File: src/rtl/nios2_ci_core_onchip_loader_pkg.sv
// Shared definitions for the on-chip RAM stream loader: CSR offsets, control and
// status bit positions, and the loader state encoding.
package nios2_ci_core_onchip_loader_pkg;

  localparam logic [2:0] CSR_CTRL   = 3'd0;
  localparam logic [2:0] CSR_STATUS = 3'd1;
  localparam logic [2:0] CSR_BASE   = 3'd2;
  localparam logic [2:0] CSR_LEN    = 3'd3;
  localparam logic [2:0] CSR_COUNT  = 3'd4;
  localparam logic [2:0] CSR_WSUM   = 3'd5;
  localparam logic [2:0] CSR_RSUM   = 3'd6;

  localparam int CTRL_GO        = 0;
  localparam int CTRL_ABORT     = 1;
  localparam int CTRL_VERIFY_EN = 2;
  localparam int CTRL_IRQ_EN    = 3;

  localparam int ST_BUSY    = 0;
  localparam int ST_DONE    = 1;
  localparam int ST_ABORTED = 2;
  localparam int ST_VFAIL   = 3;

  typedef enum logic [1:0] {
    IDLE   = 2'd0,
    WRITE  = 2'd1,
    VERIFY = 2'd2,
    VDRAIN = 2'd3
  } state_t;

endpackage

File: src/rtl/nios2_ci_core_onchip_loader_csr.sv
// CSR slave for the loader: configuration registers, sticky status bits with
// write-1-to-clear, registered readback mux and the level interrupt.
module nios2_ci_core_onchip_loader_csr
  import nios2_ci_core_onchip_loader_pkg::*;
#(
  parameter int MEM_AW    = 13,
  parameter int MEM_WORDS = 8192
) (
  input  logic              clk,
  input  logic              reset_n,
  input  logic [2:0]        csr_address,
  input  logic              csr_read,
  input  logic              csr_write,
  input  logic [31:0]       csr_writedata,
  output logic [31:0]       csr_readdata,
  output logic              irq,
  input  logic              busy,
  input  logic              clr_status,
  input  logic              set_done,
  input  logic              set_aborted,
  input  logic              set_vfail,
  input  logic [31:0]       count,
  input  logic [31:0]       wsum,
  input  logic [31:0]       rsum,
  output logic              go,
  output logic              abort,
  output logic              verify_en,
  output logic [MEM_AW-1:0] base,
  output logic [MEM_AW:0]   len
);

  localparam int LW = MEM_AW + 1;
  localparam logic [LW-1:0] LEN_MAX = LW'(MEM_WORDS);

  logic          wr_ctrl;
  logic          wr_status;
  logic          wr_base;
  logic          wr_len;
  logic          irq_en;
  logic          done;
  logic          aborted;
  logic          vfail;
  logic [LW-1:0] len_in;
  logic [31:0]   rd_mux;
  logic          unused_wdata;

  assign wr_ctrl   = csr_write && (csr_address == CSR_CTRL);
  assign wr_status = csr_write && (csr_address == CSR_STATUS);
  assign wr_base   = csr_write && (csr_address == CSR_BASE) && !busy;
  assign wr_len    = csr_write && (csr_address == CSR_LEN) && !busy;
  assign len_in    = csr_writedata[LW-1:0];

  assign go    = wr_ctrl && csr_writedata[CTRL_GO];
  assign abort = wr_ctrl && csr_writedata[CTRL_ABORT];
  assign irq   = irq_en && (done || aborted);

  assign unused_wdata = ^csr_writedata[31:LW];

  always_ff @(posedge clk or negedge reset_n) begin
    if (!reset_n) begin
      verify_en <= 1'b0;
      irq_en    <= 1'b0;
      base      <= '0;
      len       <= '0;
      done      <= 1'b0;
      aborted   <= 1'b0;
      vfail     <= 1'b0;
    end else begin
      if (wr_ctrl) begin
        verify_en <= csr_writedata[CTRL_VERIFY_EN];
        irq_en    <= csr_writedata[CTRL_IRQ_EN];
      end
      if (wr_base) base <= csr_writedata[MEM_AW-1:0];
      if (wr_len)  len  <= (len_in > LEN_MAX) ? LEN_MAX : len_in;
      // Hardware set has priority over both the GO clear and a W1C in the same cycle.
      done    <= (done    && !(wr_status && csr_writedata[ST_DONE])    && !clr_status) || set_done;
      aborted <= (aborted && !(wr_status && csr_writedata[ST_ABORTED]) && !clr_status) || set_aborted;
      vfail   <= (vfail   && !(wr_status && csr_writedata[ST_VFAIL])   && !clr_status) || set_vfail;
    end
  end

  always_comb begin
    rd_mux = '0;
    case (csr_address)
      CSR_CTRL:   rd_mux = {28'd0, irq_en, verify_en, 2'b00};
      CSR_STATUS: rd_mux = {28'd0, vfail, aborted, done, busy};
      CSR_BASE:   rd_mux = {{(32-MEM_AW){1'b0}}, base};
      CSR_LEN:    rd_mux = {{(32-LW){1'b0}}, len};
      CSR_COUNT:  rd_mux = count;
      CSR_WSUM:   rd_mux = wsum;
      CSR_RSUM:   rd_mux = rsum;
      default:    rd_mux = '0;
    endcase
  end

  always_ff @(posedge clk or negedge reset_n) begin
    if (!reset_n) csr_readdata <= '0;
    else if (csr_read) csr_readdata <= rd_mux;
  end

endmodule

File: src/rtl/nios2_ci_core_onchip_loader.sv
// Avalon-ST to on-chip RAM loader: writes a stream to BASE..BASE+LEN-1 (wrapping)
// and optionally reads the region back to compare additive checksums.
//
// Stream handshake: a word moves when snk_valid && snk_ready at a rising clk edge;
// snk_ready is high only in WRITE and does not depend on snk_valid.
module nios2_ci_core_onchip_loader
  import nios2_ci_core_onchip_loader_pkg::*;
#(
  parameter int MEM_AW    = 13,
  parameter int MEM_WORDS = 8192
) (
  input  logic              clk,
  input  logic              reset_n,
  input  logic [2:0]        csr_address,
  input  logic              csr_read,
  input  logic              csr_write,
  input  logic [31:0]       csr_writedata,
  output logic [31:0]       csr_readdata,
  output logic              irq,
  input  logic [31:0]       snk_data,
  input  logic              snk_valid,
  output logic              snk_ready,
  output logic [MEM_AW-1:0] mem_address,
  output logic              mem_chipselect,
  output logic              mem_write,
  output logic [31:0]       mem_writedata,
  output logic [3:0]        mem_byteenable,
  output logic              mem_clken,
  input  logic [31:0]       mem_readdata,
  output logic [1:0]        dbg_state
);

  localparam int LW = MEM_AW + 1;

  state_t          state;
  state_t          state_n;
  logic [LW-1:0]   offset;
  logic [LW-1:0]   len;
  logic [MEM_AW-1:0] base;
  logic [MEM_AW-1:0] addr;
  logic [31:0]     count;
  logic [31:0]     wsum;
  logic [31:0]     rsum;
  logic [31:0]     rsum_final;
  logic            rd_valid;
  logic            go;
  logic            abort;
  logic            verify_en;
  logic            go_fire;
  logic            xfer;
  logic            last_pos;
  logic            set_done;
  logic            set_aborted;
  logic            set_vfail;

  assign mem_byteenable = 4'hF;
  assign mem_clken      = 1'b1;
  assign dbg_state      = state;
  assign addr           = base + offset[MEM_AW-1:0];
  assign last_pos       = (offset == len - LW'(1));
  assign rsum_final     = rsum + mem_readdata;

  nios2_ci_core_onchip_loader_csr #(
    .MEM_AW    (MEM_AW),
    .MEM_WORDS (MEM_WORDS)
  ) u_csr (
    .clk           (clk),
    .reset_n       (reset_n),
    .csr_address   (csr_address),
    .csr_read      (csr_read),
    .csr_write     (csr_write),
    .csr_writedata (csr_writedata),
    .csr_readdata  (csr_readdata),
    .irq           (irq),
    .busy          (state != IDLE),
    .clr_status    (go_fire),
    .set_done      (set_done),
    .set_aborted   (set_aborted),
    .set_vfail     (set_vfail),
    .count         (count),
    .wsum          (wsum),
    .rsum          (rsum),
    .go            (go),
    .abort         (abort),
    .verify_en     (verify_en),
    .base          (base),
    .len           (len)
  );

  always_comb begin
    state_n        = state;
    snk_ready      = 1'b0;
    mem_chipselect = 1'b0;
    mem_write      = 1'b0;
    mem_address    = '0;
    mem_writedata  = '0;
    go_fire        = 1'b0;
    xfer           = 1'b0;
    set_done       = 1'b0;
    set_aborted    = 1'b0;
    set_vfail      = 1'b0;
    case (state)
      IDLE: begin
        if (go) begin
          go_fire = 1'b1;
          if (len == '0) set_done = 1'b1;
          else state_n = WRITE;
        end
      end
      WRITE: begin
        snk_ready      = 1'b1;
        mem_chipselect = snk_valid;
        mem_write      = snk_valid;
        mem_address    = addr;
        mem_writedata  = snk_data;
        xfer           = snk_valid;
        // The word accepted in an abort cycle still lands in RAM and is counted.
        if (abort) begin
          state_n     = IDLE;
          set_aborted = 1'b1;
        end else if (xfer && last_pos) begin
          if (verify_en) state_n = VERIFY;
          else begin
            state_n  = IDLE;
            set_done = 1'b1;
          end
        end
      end
      VERIFY: begin
        mem_chipselect = 1'b1;
        mem_address    = addr;
        if (abort) begin
          state_n     = IDLE;
          set_aborted = 1'b1;
        end else if (last_pos) state_n = VDRAIN;
      end
      VDRAIN: begin
        state_n = IDLE;
        if (abort) set_aborted = 1'b1;
        else begin
          set_done  = 1'b1;
          set_vfail = (rsum_final != wsum);
        end
      end
      default: state_n = IDLE;
    endcase
  end

  always_ff @(posedge clk or negedge reset_n) begin
    if (!reset_n) begin
      state    <= IDLE;
      offset   <= '0;
      count    <= '0;
      wsum     <= '0;
      rsum     <= '0;
      rd_valid <= 1'b0;
    end else begin
      state    <= state_n;
      rd_valid <= (state == VERIFY);
      if (go_fire) begin
        offset <= '0;
        count  <= '0;
        wsum   <= '0;
        rsum   <= '0;
      end else begin
        if (xfer) begin
          count  <= count + 32'd1;
          wsum   <= wsum + snk_data;
          offset <= last_pos ? '0 : offset + LW'(1);
        end
        if (state == VERIFY) offset <= offset + LW'(1);
        // RAM q lags the read address by one cycle, so accumulate on the following cycle.
        if (rd_valid && (state == VERIFY || state == VDRAIN)) rsum <= rsum_final;
      end
    end
  end

endmodule

File: config.mk
export PLATFORM = sky130hd
export DESIGN_NAME = nios2_ci_core_onchip_loader
export DESIGN_NICKNAME = d
export VERILOG_FILES = /design/src/rtl/nios2_ci_core_onchip_loader_pkg.sv /design/src/rtl/nios2_ci_core_onchip_loader_csr.sv /design/src/rtl/nios2_ci_core_onchip_loader.sv
export SDC_FILE = /design/constraint.sdc
export NUM_CORES = 1
export LEC_CHECK = 0
export BUFFER_PORTS_ARGS = -buffer_cell sky130_fd_sc_hd__clkbuf_2
export CORE_MARGIN = 2
export CORE_UTILIZATION = 48
export DETAILED_ROUTE_END_ITERATION = 16
export PLACE_DENSITY = 0.74
export SLEW_MARGIN = 10
export SYNTH_ARGS = -nofsm -noshare
export SYNTH_HDL_FRONTEND = slang
export SYNTH_SLANG_ARGS = --single-unit
File: constraint.sdc
create_clock -name clk -period 4 [get_ports clk]
set_clock_uncertainty 0.15 [all_clocks]
set_input_delay 0.4 -clock clk [delete_from_list [all_inputs] [get_ports clk]]
set_output_delay 0.4 -clock clk [all_outputs]
set_load 0.01 [all_outputs]
* Word-level counts from Yosys, hierarchy flattened *
Cells that the tools add are included.

storage, ports and cells
  register bits after elaboration = 177
  bits of input ports = 104

cells by class
  multiplexer cells = 38
  eq/ne operators = 15
  $lt $le $gt $ge = 1
  reductions and logical operators = 40
  $add $sub $neg = 6

operators by type and width
  kind                                                                  count
  32-bit two-way mux                                                    7
  32-bit case mux with 7 select lines                                   1
  14-bit two-way mux                                                    5
  32-bit adder                                                          2
  32-bit by 1-bit adder with 32-bit output, second input constant       1
  32-bit inequality test                                                1
  1-bit logical AND                                                     20
  14-bit by 1-bit adder with 14-bit output, second input constant       1
  14-bit == test                                                        1
  14-bit > comparator, second input constant                            1
  14-bit logical NOT                                                    1
  1-bit two-way mux                                                     14
  2-bit two-way mux                                                     7
  14-bit by 1-bit subtractor with 14-bit output, second input constant  1
  13-bit adder                                                          1
  13-bit two-way mux                                                    1
  3-bit == test, second input constant                                  3
  2-bit case mux with 4 select lines                                    1
  3-bit by 2-bit == test with 1-bit output, second input constant       2
  3-bit inequality test, second input constant                          2
  2-bit nonzero test                                                    3
  1-bit logical NOT                                                     5
  1-bit logical OR                                                      5
  2-bit == test, second input constant                                  2
  11 further kinds                                                      12

* Depth between registers and ports, before layout *
Gate-level depths: netlist of the first run.

  word-level depth = 8
  mapped depth = 14
  depth with buffers taken out = 14

* Modules after synthesis *
A second synthesis of the first run with hierarchy kept.

second synthesis, totals
  cells, all modules = 1,671
  area total of the unflattened synthesis = 14,302.5 um2

by module, submodules not included
  module                           times used  cells an instance  area an instance (um2)
  nios2_ci_core_onchip_loader      1           1,347              10,887.9
  nios2_ci_core_onchip_loader_csr  1           324                3,414.5

* Worst setup path after synthesis of the first run *
No wires, ideal clock.

  path kind = input -> register
  start = input port mem_readdata[0]
  end = register u_csr.vfail
  required time = 3,725 ps
  arrival = 3,125 ps
  library setup time = 125 ps
  stages on the path = 14
  slack = 600 ps
  cells stage by stage = ha_1 inv_1 fa_1 nor2b_1 o31a_1 o211ai_1 nand2_1 nor4_1 or4_1 a2111oi_0 nor4b_2 nand4_1 and4b_1 a21oi_1

between the ends
  longest elaborated chain between the ends = 5

ends and longest elaborated chain
  what                    line                                   text
  start: declaration      nios2_ci_core_onchip_loader.sv:29      input logic [31:0] mem_readdata,
  32-bit adder            nios2_ci_core_onchip_loader.sv:61      assign rsum_final = rsum + mem_readdata;
  32-bit inequality test  nios2_ci_core_onchip_loader.sv:142     set_vfail = (rsum_final != wsum);
  1-bit two-way mux       nios2_ci_core_onchip_loader.sv:139     if (abort) set_aborted = 1'b1;
  1-bit two-way mux       nios2_ci_core_onchip_loader.sv:102     case (state)
  1-bit logical OR        nios2_ci_core_onchip_loader_csr.sv:78  vfail <= (vfail && !(wr_status && csr_writedata[ST_VFAIL]) && !clr_status) || set_vfail;
  end signal: assignment  nios2_ci_core_onchip_loader_csr.sv:78
  end: declaration        nios2_ci_core_onchip_loader_csr.sv:42  logic vfail;

No other way between the ends.
A chain may end at the register's enable or synchronous reset.

* Worst setup path after layout of the first run *
  start = register rsum[0]
  end = register u_csr.vfail

between the ends
  longest elaborated chain between the ends = 5

ends and longest elaborated chain
  what                      line                                   text
  start: declaration        nios2_ci_core_onchip_loader.sv:43      logic [31:0] rsum;
  start signal: assignment  nios2_ci_core_onchip_loader.sv:173     if (rd_valid && (state == VERIFY || state == VDRAIN)) rsum <= rsum_final;
  32-bit adder              nios2_ci_core_onchip_loader.sv:61
  32-bit inequality test    nios2_ci_core_onchip_loader.sv:142
  1-bit two-way mux         nios2_ci_core_onchip_loader.sv:139
  1-bit two-way mux         nios2_ci_core_onchip_loader.sv:102
  1-bit logical OR          nios2_ci_core_onchip_loader_csr.sv:78

No other way between the ends.

==> results of run 1 <==
sequential cells by signal, summed over array words and instances (netlist names), 2 cells and up:
| name | count |
|---|---|
| dbg_state | 2 |
| u_csr.csr_readdata | 32 |
| offset | 14 |
| rsum | 32 |
| wsum | 32 |
| count | 32 |
| u_csr.len | 14 |
| u_csr.base | 13 |
report_power, final:
part           internal [mW]  total, mW  switching (mW)
logic                   3.12       7.04            3.92
registers               2.34       3.21           0.867
clock network          0.819       1.63           0.810
metrics by stage:
step	worst slack, ns	instances	instance area [um^2]	utilization	power, mW
after floorplan	0.600	1675	13900	-	7.92
after global placement	0.0702	2183	15200	0.532	9.78
after detailed placement	-0.115	2183	15200	0.532	9.98
after CTS	0.0446	2218	15800	0.553	11.7
after global routing	0.0178	2224	15900	0.557	12.8
final	0.140	2224	15900	0.557	11.9
layout by cell type, fill, tap and decap left out, drive strengths merged, types with 10 or more instances in the layout:
cell	n
mux2i	29
a21o	18
or3	14
nand4	18
a21oi	150
nor2	162
inv	81
o21ai	93
nand2b	29
buf	55
a2111oi	10
and3	28
a211oi	19
ha	81
o211ai	14
o21a	15
a221oi	21
dfrtp	177
mux2	30
nand3	49
nor4	11
nor3	40
o21bai	11
xor2	52
clkbuf	185
o32ai	11
nor2b	18
and2	42
o22ai	22
nand2	160
xnor2	68
cells by family (layout without fill, tap and decap cells):
| group | Yosys count | count (layout) | synth area share |
|---|---|---|---|
| multiplexers | 61 | 61 | 0.0485 |
| other | 1 | 5 | 0.000270 |
| AND/OR/NAND/NOR | 615 | 615 | 0.220 |
| buffers and inverters | 165 | 330 | 0.0469 |
| adder cells (fa/ha/maj) | 84 | 84 | 0.0773 |
| XOR/XNOR | 126 | 126 | 0.0857 |
| flip-flops | 177 | 177 | 0.319 |
| AO/OA/AOI/OAI | 442 | 442 | 0.202 |
area by class of cell:
cell class | count | area, um^2
Sequential cell | 177 | 4430
Timing Repair Buffer | 223 | 1270
Clock buffer | 18 | 429
Fill cell | 2627 | 12700
Tap cell | 384 | 480
Clock inverter | 14 | 128
Inverter | 75 | 282
Multi-Input combinational cell | 1333 | 8910
per-layer routing:
metal | global-route usage | up-vias | share of wire
li1 | - | 6281 | -
met1 | 0.353 | 6343 | 0.42
met2 | 0.477 | 455 | 0.48
met3 | 0.0437 | 91 | 0.056
met4 | 0.132 | 0 | 0.045
met5 | 0 | - | 0
path summary, 6_finish.rpt:
path | from | endpoint | slack, ns | cells past startpoint
max in group asynchronous | reset_n | rsum[22] | 2.34 | 3
hold reg to reg | u_csr.csr_readdata[14] | u_csr.csr_readdata[14] | 0.38 | 2
min in group asynchronous | reset_n | offset[11] | 0.23 | 2
setup reg to reg | rsum[0] | u_csr.vfail | 0.14 | 14
setup / recovery | rsum[0] | u_csr.vfail | 0.14 | 14
hold / removal | csr_writedata[10] | u_csr.base[10] | 0.07 | 2
repair_timing:
item	in CTS	in global routing
resized for setup	3	15
setup endpoints to repair	2	3
hold endpoints to repair	29	0
setup buffers	2	6
pin swaps	1	6
hold buffers	1	0
==> flow_summary_export.csv, run 1 <==
group,metric,value,unit
final_layout,drive_gt1_frac,0.174,
final_layout,synthToLayoutAreaGrowth,14.8,%
yosys,ys_async_sr_fraction,1.00,
final_layout,final_net_count,2015,
power,peakVddDrop,0.358,mV
die,dieWidth,174,um
run_status,status,"finished clean",
critical_path,crit_family,"simple AND/OR/NAND/NOR gates",
yosys,yosysMostFrequentCell,"dfrtp_1",
yosys,synth_top_cells_by_count,"dfrtp_1 (177), nor2_1 (162), nand2_1 (160)",
yosys,ys_seq_elements,177,
power,power.static_leakage,7.36,nW
die,start_util,0.485,
die,rows,62,
critical_path,cpMaxStageDelayCell,"or4b_1",
final_layout,diodes,0,
die,coreArea,0.0286,mm^2
critical_path,crit_type,"reg2reg",
route,drt_wl_total,42900,um
sta,setup_viol,0,
sta,tns,0,ns
sta,max_slew.worst_pin.slew,0.822,ns
critical_path,worstPathArrival,4.01,ns
yosys,syn_area_per_cell,8.31,um^2
sta,relSlewSlack,0.452,
grt,grt-ovfl-total,0,
sta,period_needed,3.86,ns
critical_path,crit_path_cell_trace,"ha_1 -> inv_1 -> fa_1 -> nor2b_2 -> o31a_1 -> o21ai_1 -> nand2_1 -> and4b_1 -> a2111oi_1 -> or4b_1 -> nor4b_4 -> nand4_1 -> and4b_1 -> a21oi_1",
yosys,synth_area_leaders,"dfrtp_1 (32%), ha_1 (7.3%), a21oi_1 (5.4%)",
grt,grt_start_max_net_pins,87,
yosys,netlist_area,0.0139,mm^2
clocking,clkTransAtPathRegs,0.08,ns
critical_path,cpPeakStageDelay,0.53,ns
grt,antenna_found_initial,0,
critical_path,worstSetupStartpointType,"flop",
die,die_area,0.0303,mm^2
die,ios,192,
sta,finalMaxSlewViolations,0,
yosys,synth_edf_count,0,
route,drc,0,
clocking,cts-root-buf,"clkbuf_16",
route,firstDrtPassIters,5,
yosys,synth_top_area_share,0.319,
yosys,synth_top_area_cell,"dfrtp_1",
route,ant_nets,0,
clocking,cts_made_buffers,17,
placed_design,portBuffers,168,
clocking,clock_latency,0.45,ns
grt,grt_pass1_wl,67700,um
yosys,synth.yosys.warnings,0,
critical_path,cp_max_fo,4,
clocking,cts_sinks,177,
die,die_height,174,um
yosys,yosysSeqAreaShare,0.319,
route,drt_iter0_drc,995,
critical_path,worst-path-buf-inv,1,
clocking,cts_buffer_depth,2,
hold_path,hp-class,"in2reg",
power,powerDensity,745,mW/mm^2
critical_path,endpoint_kind,"flop",
sta,fin_hold_ws,0.0689,ns
yosys,syn_inst,1671,
placed_design,dp_hpwl,32900,um
clocking,ctsHtreeMaxLevel,4,
yosys,ys_dominant_reg_cell,"dfrtp_1",
route,vias_per_cell,5.92,
sta,hold_violations,0,
sta,fin_crit_sh,0.965,
sta,fmax,259,MHz
route,wl_per_cell,19.3,um
grt,grt_util_all_layers,0.281,
route,via_count,13200,
grt,grt_pass1_vias,12800,
sta,rsz0062_at_grt,"false",
critical_path,cp_common_cell,"and4b_1",
critical_path,required,4.15,ns
run,drv_cap,0,
yosys,yosysUniqueCellTypes,80,
placed_design,gp_congestion,0.977,
clocking,cts_tree,"built",
Note: power is estimated with default switching activity, not from simulation.
==> inputs of run 2 (changes only) <==
--- a/config.mk
+++ b/config.mk
@@ -10,6 +10,8 @@
 export CORE_UTILIZATION = 48
 export DETAILED_ROUTE_END_ITERATION = 16
 export PLACE_DENSITY = 0.74
+export REMOVE_ABC_BUFFERS = 1
+export SETUP_SLACK_MARGIN = 0.4
 export SLEW_MARGIN = 10
 export SYNTH_ARGS = -nofsm -noshare
 export SYNTH_HDL_FRONTEND = slang
==> run 2 against run 1 <==
  * Critical path depth is 6 higher
  * Core utilization rose by 2.0 points
  * Sequential power about the same
  * Count of clock-buffer cells in the layout is the same
  * Flip-flop and latch count stayed put
  * Global-route usage is 0.62 points higher
  * Sequential share of layout area decreased by 0.97 points
  * First-iteration DRC count increased by 13%
  * Final cell count up 1.6%
  * Via count grew 3.1%
  * Combinational power up 7.8%
  * Critical endpoint is now mem_address[6]
  * Largest cell class unchanged
==> flow_summary_export.csv, run 2 (synthesized netlist as in run 1, its figures left out) <==
group,metric,value,unit
run_status,status,"finished clean",
power,peakVddDrop,0.337,mV
die,start_util,0.485,
sta,max_slew.worst_pin.slew,1.22,ns
final_layout,final_net_count,2050,
grt,grt_pass1_wl,69400,um
sta,fin_crit_sh,0.976,
placed_design,pre_cts_ws,-0.00747,ns
placed_design,gp_congestion,0.959,
clocking,clock_latency,0.46,ns
die,die_height,174,um
critical_path,endpoint_kind,"output port",
placed_design,portBuffers,168,
critical_path,required,3.45,ns
die,die_area,0.0303,mm^2
route,firstDrtPassIters,5,
grt,grt_util_all_layers,0.288,
route,via_count,13600,
route,drt_iter0_drc,1127,
clocking,cts-root-buf,"clkbuf_16",
grt,grt_start_max_net_pins,82,
clocking,clkTransAtPathRegs,0.09,ns
route,drt_wl_total,44700,um
route,drc,0,
grt,antenna_found_initial,1,
critical_path,reg2reg_from,"rsum[2]",
final_layout,fin_cells,2259,
critical_path,worstSetupStartpointType,"flop",
power,powerDensity,755,mW/mm^2
route,wl_per_cell,19.8,um
critical_path,reg2reg_to,"u_csr.vfail",
die,dieWidth,174,um
sta,hold_violations,0,
grt,grt_pass1_vias,13100,
sta,setup_viol,0,
sta,fmax,256,MHz
critical_path,worstPathArrival,3.35,ns
die,rows,62,
sta,fin_hold_ws,0.0561,ns
final_layout,layout_commonest_cell,"dfrtp_1",
run,drv_cap,0,
sta,rsz0062_at_grt,"true",
hold_path,min_delay_path_depth,3,
route,ant_nets,0,
placed_design,place_inst,2188,
final_layout,final_cell_mix,"dfrtp_1 (175), clkbuf_2 (163), nor2_1 (160), nand2_1 (159), a21oi_1 (141)",
die,ios,192,
final_layout,drive_gt1_frac,0.214,
die,coreArea,0.0286,mm^2
sta,finalWorstSetupSlack,0.0969,ns
sta,tns,0,ns
hold_path,hold_start,"csr_writedata[10]",
hold_path,hp-class,"in2reg",
power,power.static_leakage,7.60,nW
critical_path,r2r_cells,13,
placed_design,dpl_cell_area,0.0153,mm^2
route,vias_per_cell,6.01,
grt,grt-ovfl-total,0,
sta,relSlewSlack,0.186,
placed_design,dp_hpwl,33100,um
critical_path,cp_max_fo,2,
critical_path,crit_type,"reg2out",
final_layout,fill_cells,2559,
clocking,cts_sinks,177,
final_layout,synthToLayoutAreaGrowth,19.0,%
final_layout,diodes,0,
sta,finalMaxSlewViolations,0,
final_layout,design_area,0.0165,mm^2
critical_path,regToRegSetupSlack,0.39,ns
clocking,ctsHtreeMaxLevel,4,
clocking,cts_buffer_depth,2,
hold_path,whs_endpoint,"u_csr.len[10]",
clocking,cts_tree,"built",
sta,period_needed,3.90,ns
clocking,cts_made_buffers,17,
## run 2: layout make-up
type / instances / area [um^2] / area share
sequential: 177 / 4430 / 0.268
timing repair buffer: 258 / 1580 / 0.0957
multi-input combinational: 1333 / 9170 / 0.555
clock inverter: 14 / 146 / 0.00886
tap: 384 / 480 / 0.0291
clock buffer: 18 / 429 / 0.0260
inverter: 75 / 282 / 0.0170
## run 2: repair_timing
item / 4_1_cts / 5_1_grt
hold buffers: 1 / 0
hold endpoints to repair: 79 / 0
resized for setup: 34 / 53
buffers inserted: 24 / 14
pin swaps: 38 / 33
endpoints found under the setup margin: 5 / 14
## run 2: power breakdown
| group | leakage, nW | switching (mW) | total, mW | internal [mW] |
|---|---|---|---|---|
| logic | 5.03 | 4.18 | 7.59 | 3.41 |
| clock network | 0.272 | 0.842 | 1.67 | 0.831 |
| registers | 2.30 | 0.852 | 3.19 | 2.34 |
| total | 7.60 | 5.88 | 12.5 | 6.58 |
## run 2: how the worst max path moves through the flow
stage / depth (start not counted) / slack, ns / startpoint / end
finish: 20 / 0.1 / offset[0] / mem_address[6]
global route: 20 / -0.03 / offset[0] / mem_address[6]
CTS: 14 / 0.03 / u_csr.base[0] / mem_address[12]
detailed placement: 15 / -0.007 / mem_readdata[0] / u_csr.vfail
global placement: 15 / 0.05 / mem_readdata[0] / u_csr.vfail
floorplan: 7 / -1.34 / csr_write / offset[3]
## run 2: through the flow
step,utilization,power (mW)
global route,0.577,13.3
floorplan,-,7.83
finish,0.577,12.5
CTS,0.565,12.0
global placement,0.534,9.84
detailed placement,0.534,10.0
## run 2: critical path, cell delays in order (launching register included)
cell      delay, ns
dfrtp_1        0.42
ha_4           0.18
fa_2           0.35
a21o_1         0.19
a21oi_2        0.15
o21bai_1       0.10
a21oi_2        0.18
buf_4          0.12
buf_4          0.09
buf_4          0.09
buf_4          0.09
buf_6          0.09
buf_6          0.08
buf_4          0.09
buf_4          0.10
buf_6          0.08
buf_6          0.08
buf_6          0.09
xnor2_2        0.10
nor2_1         0.07
buf_2          0.15
## run 2: metal layers
metal	vias up	routed length [um]	GRT usage
li1	6345	-	-
met2	553	21400	0.481
met3	126	2880	0.0516
met1	6552	18200	0.360
met4	0	2210	0.138
met5	-	0	0
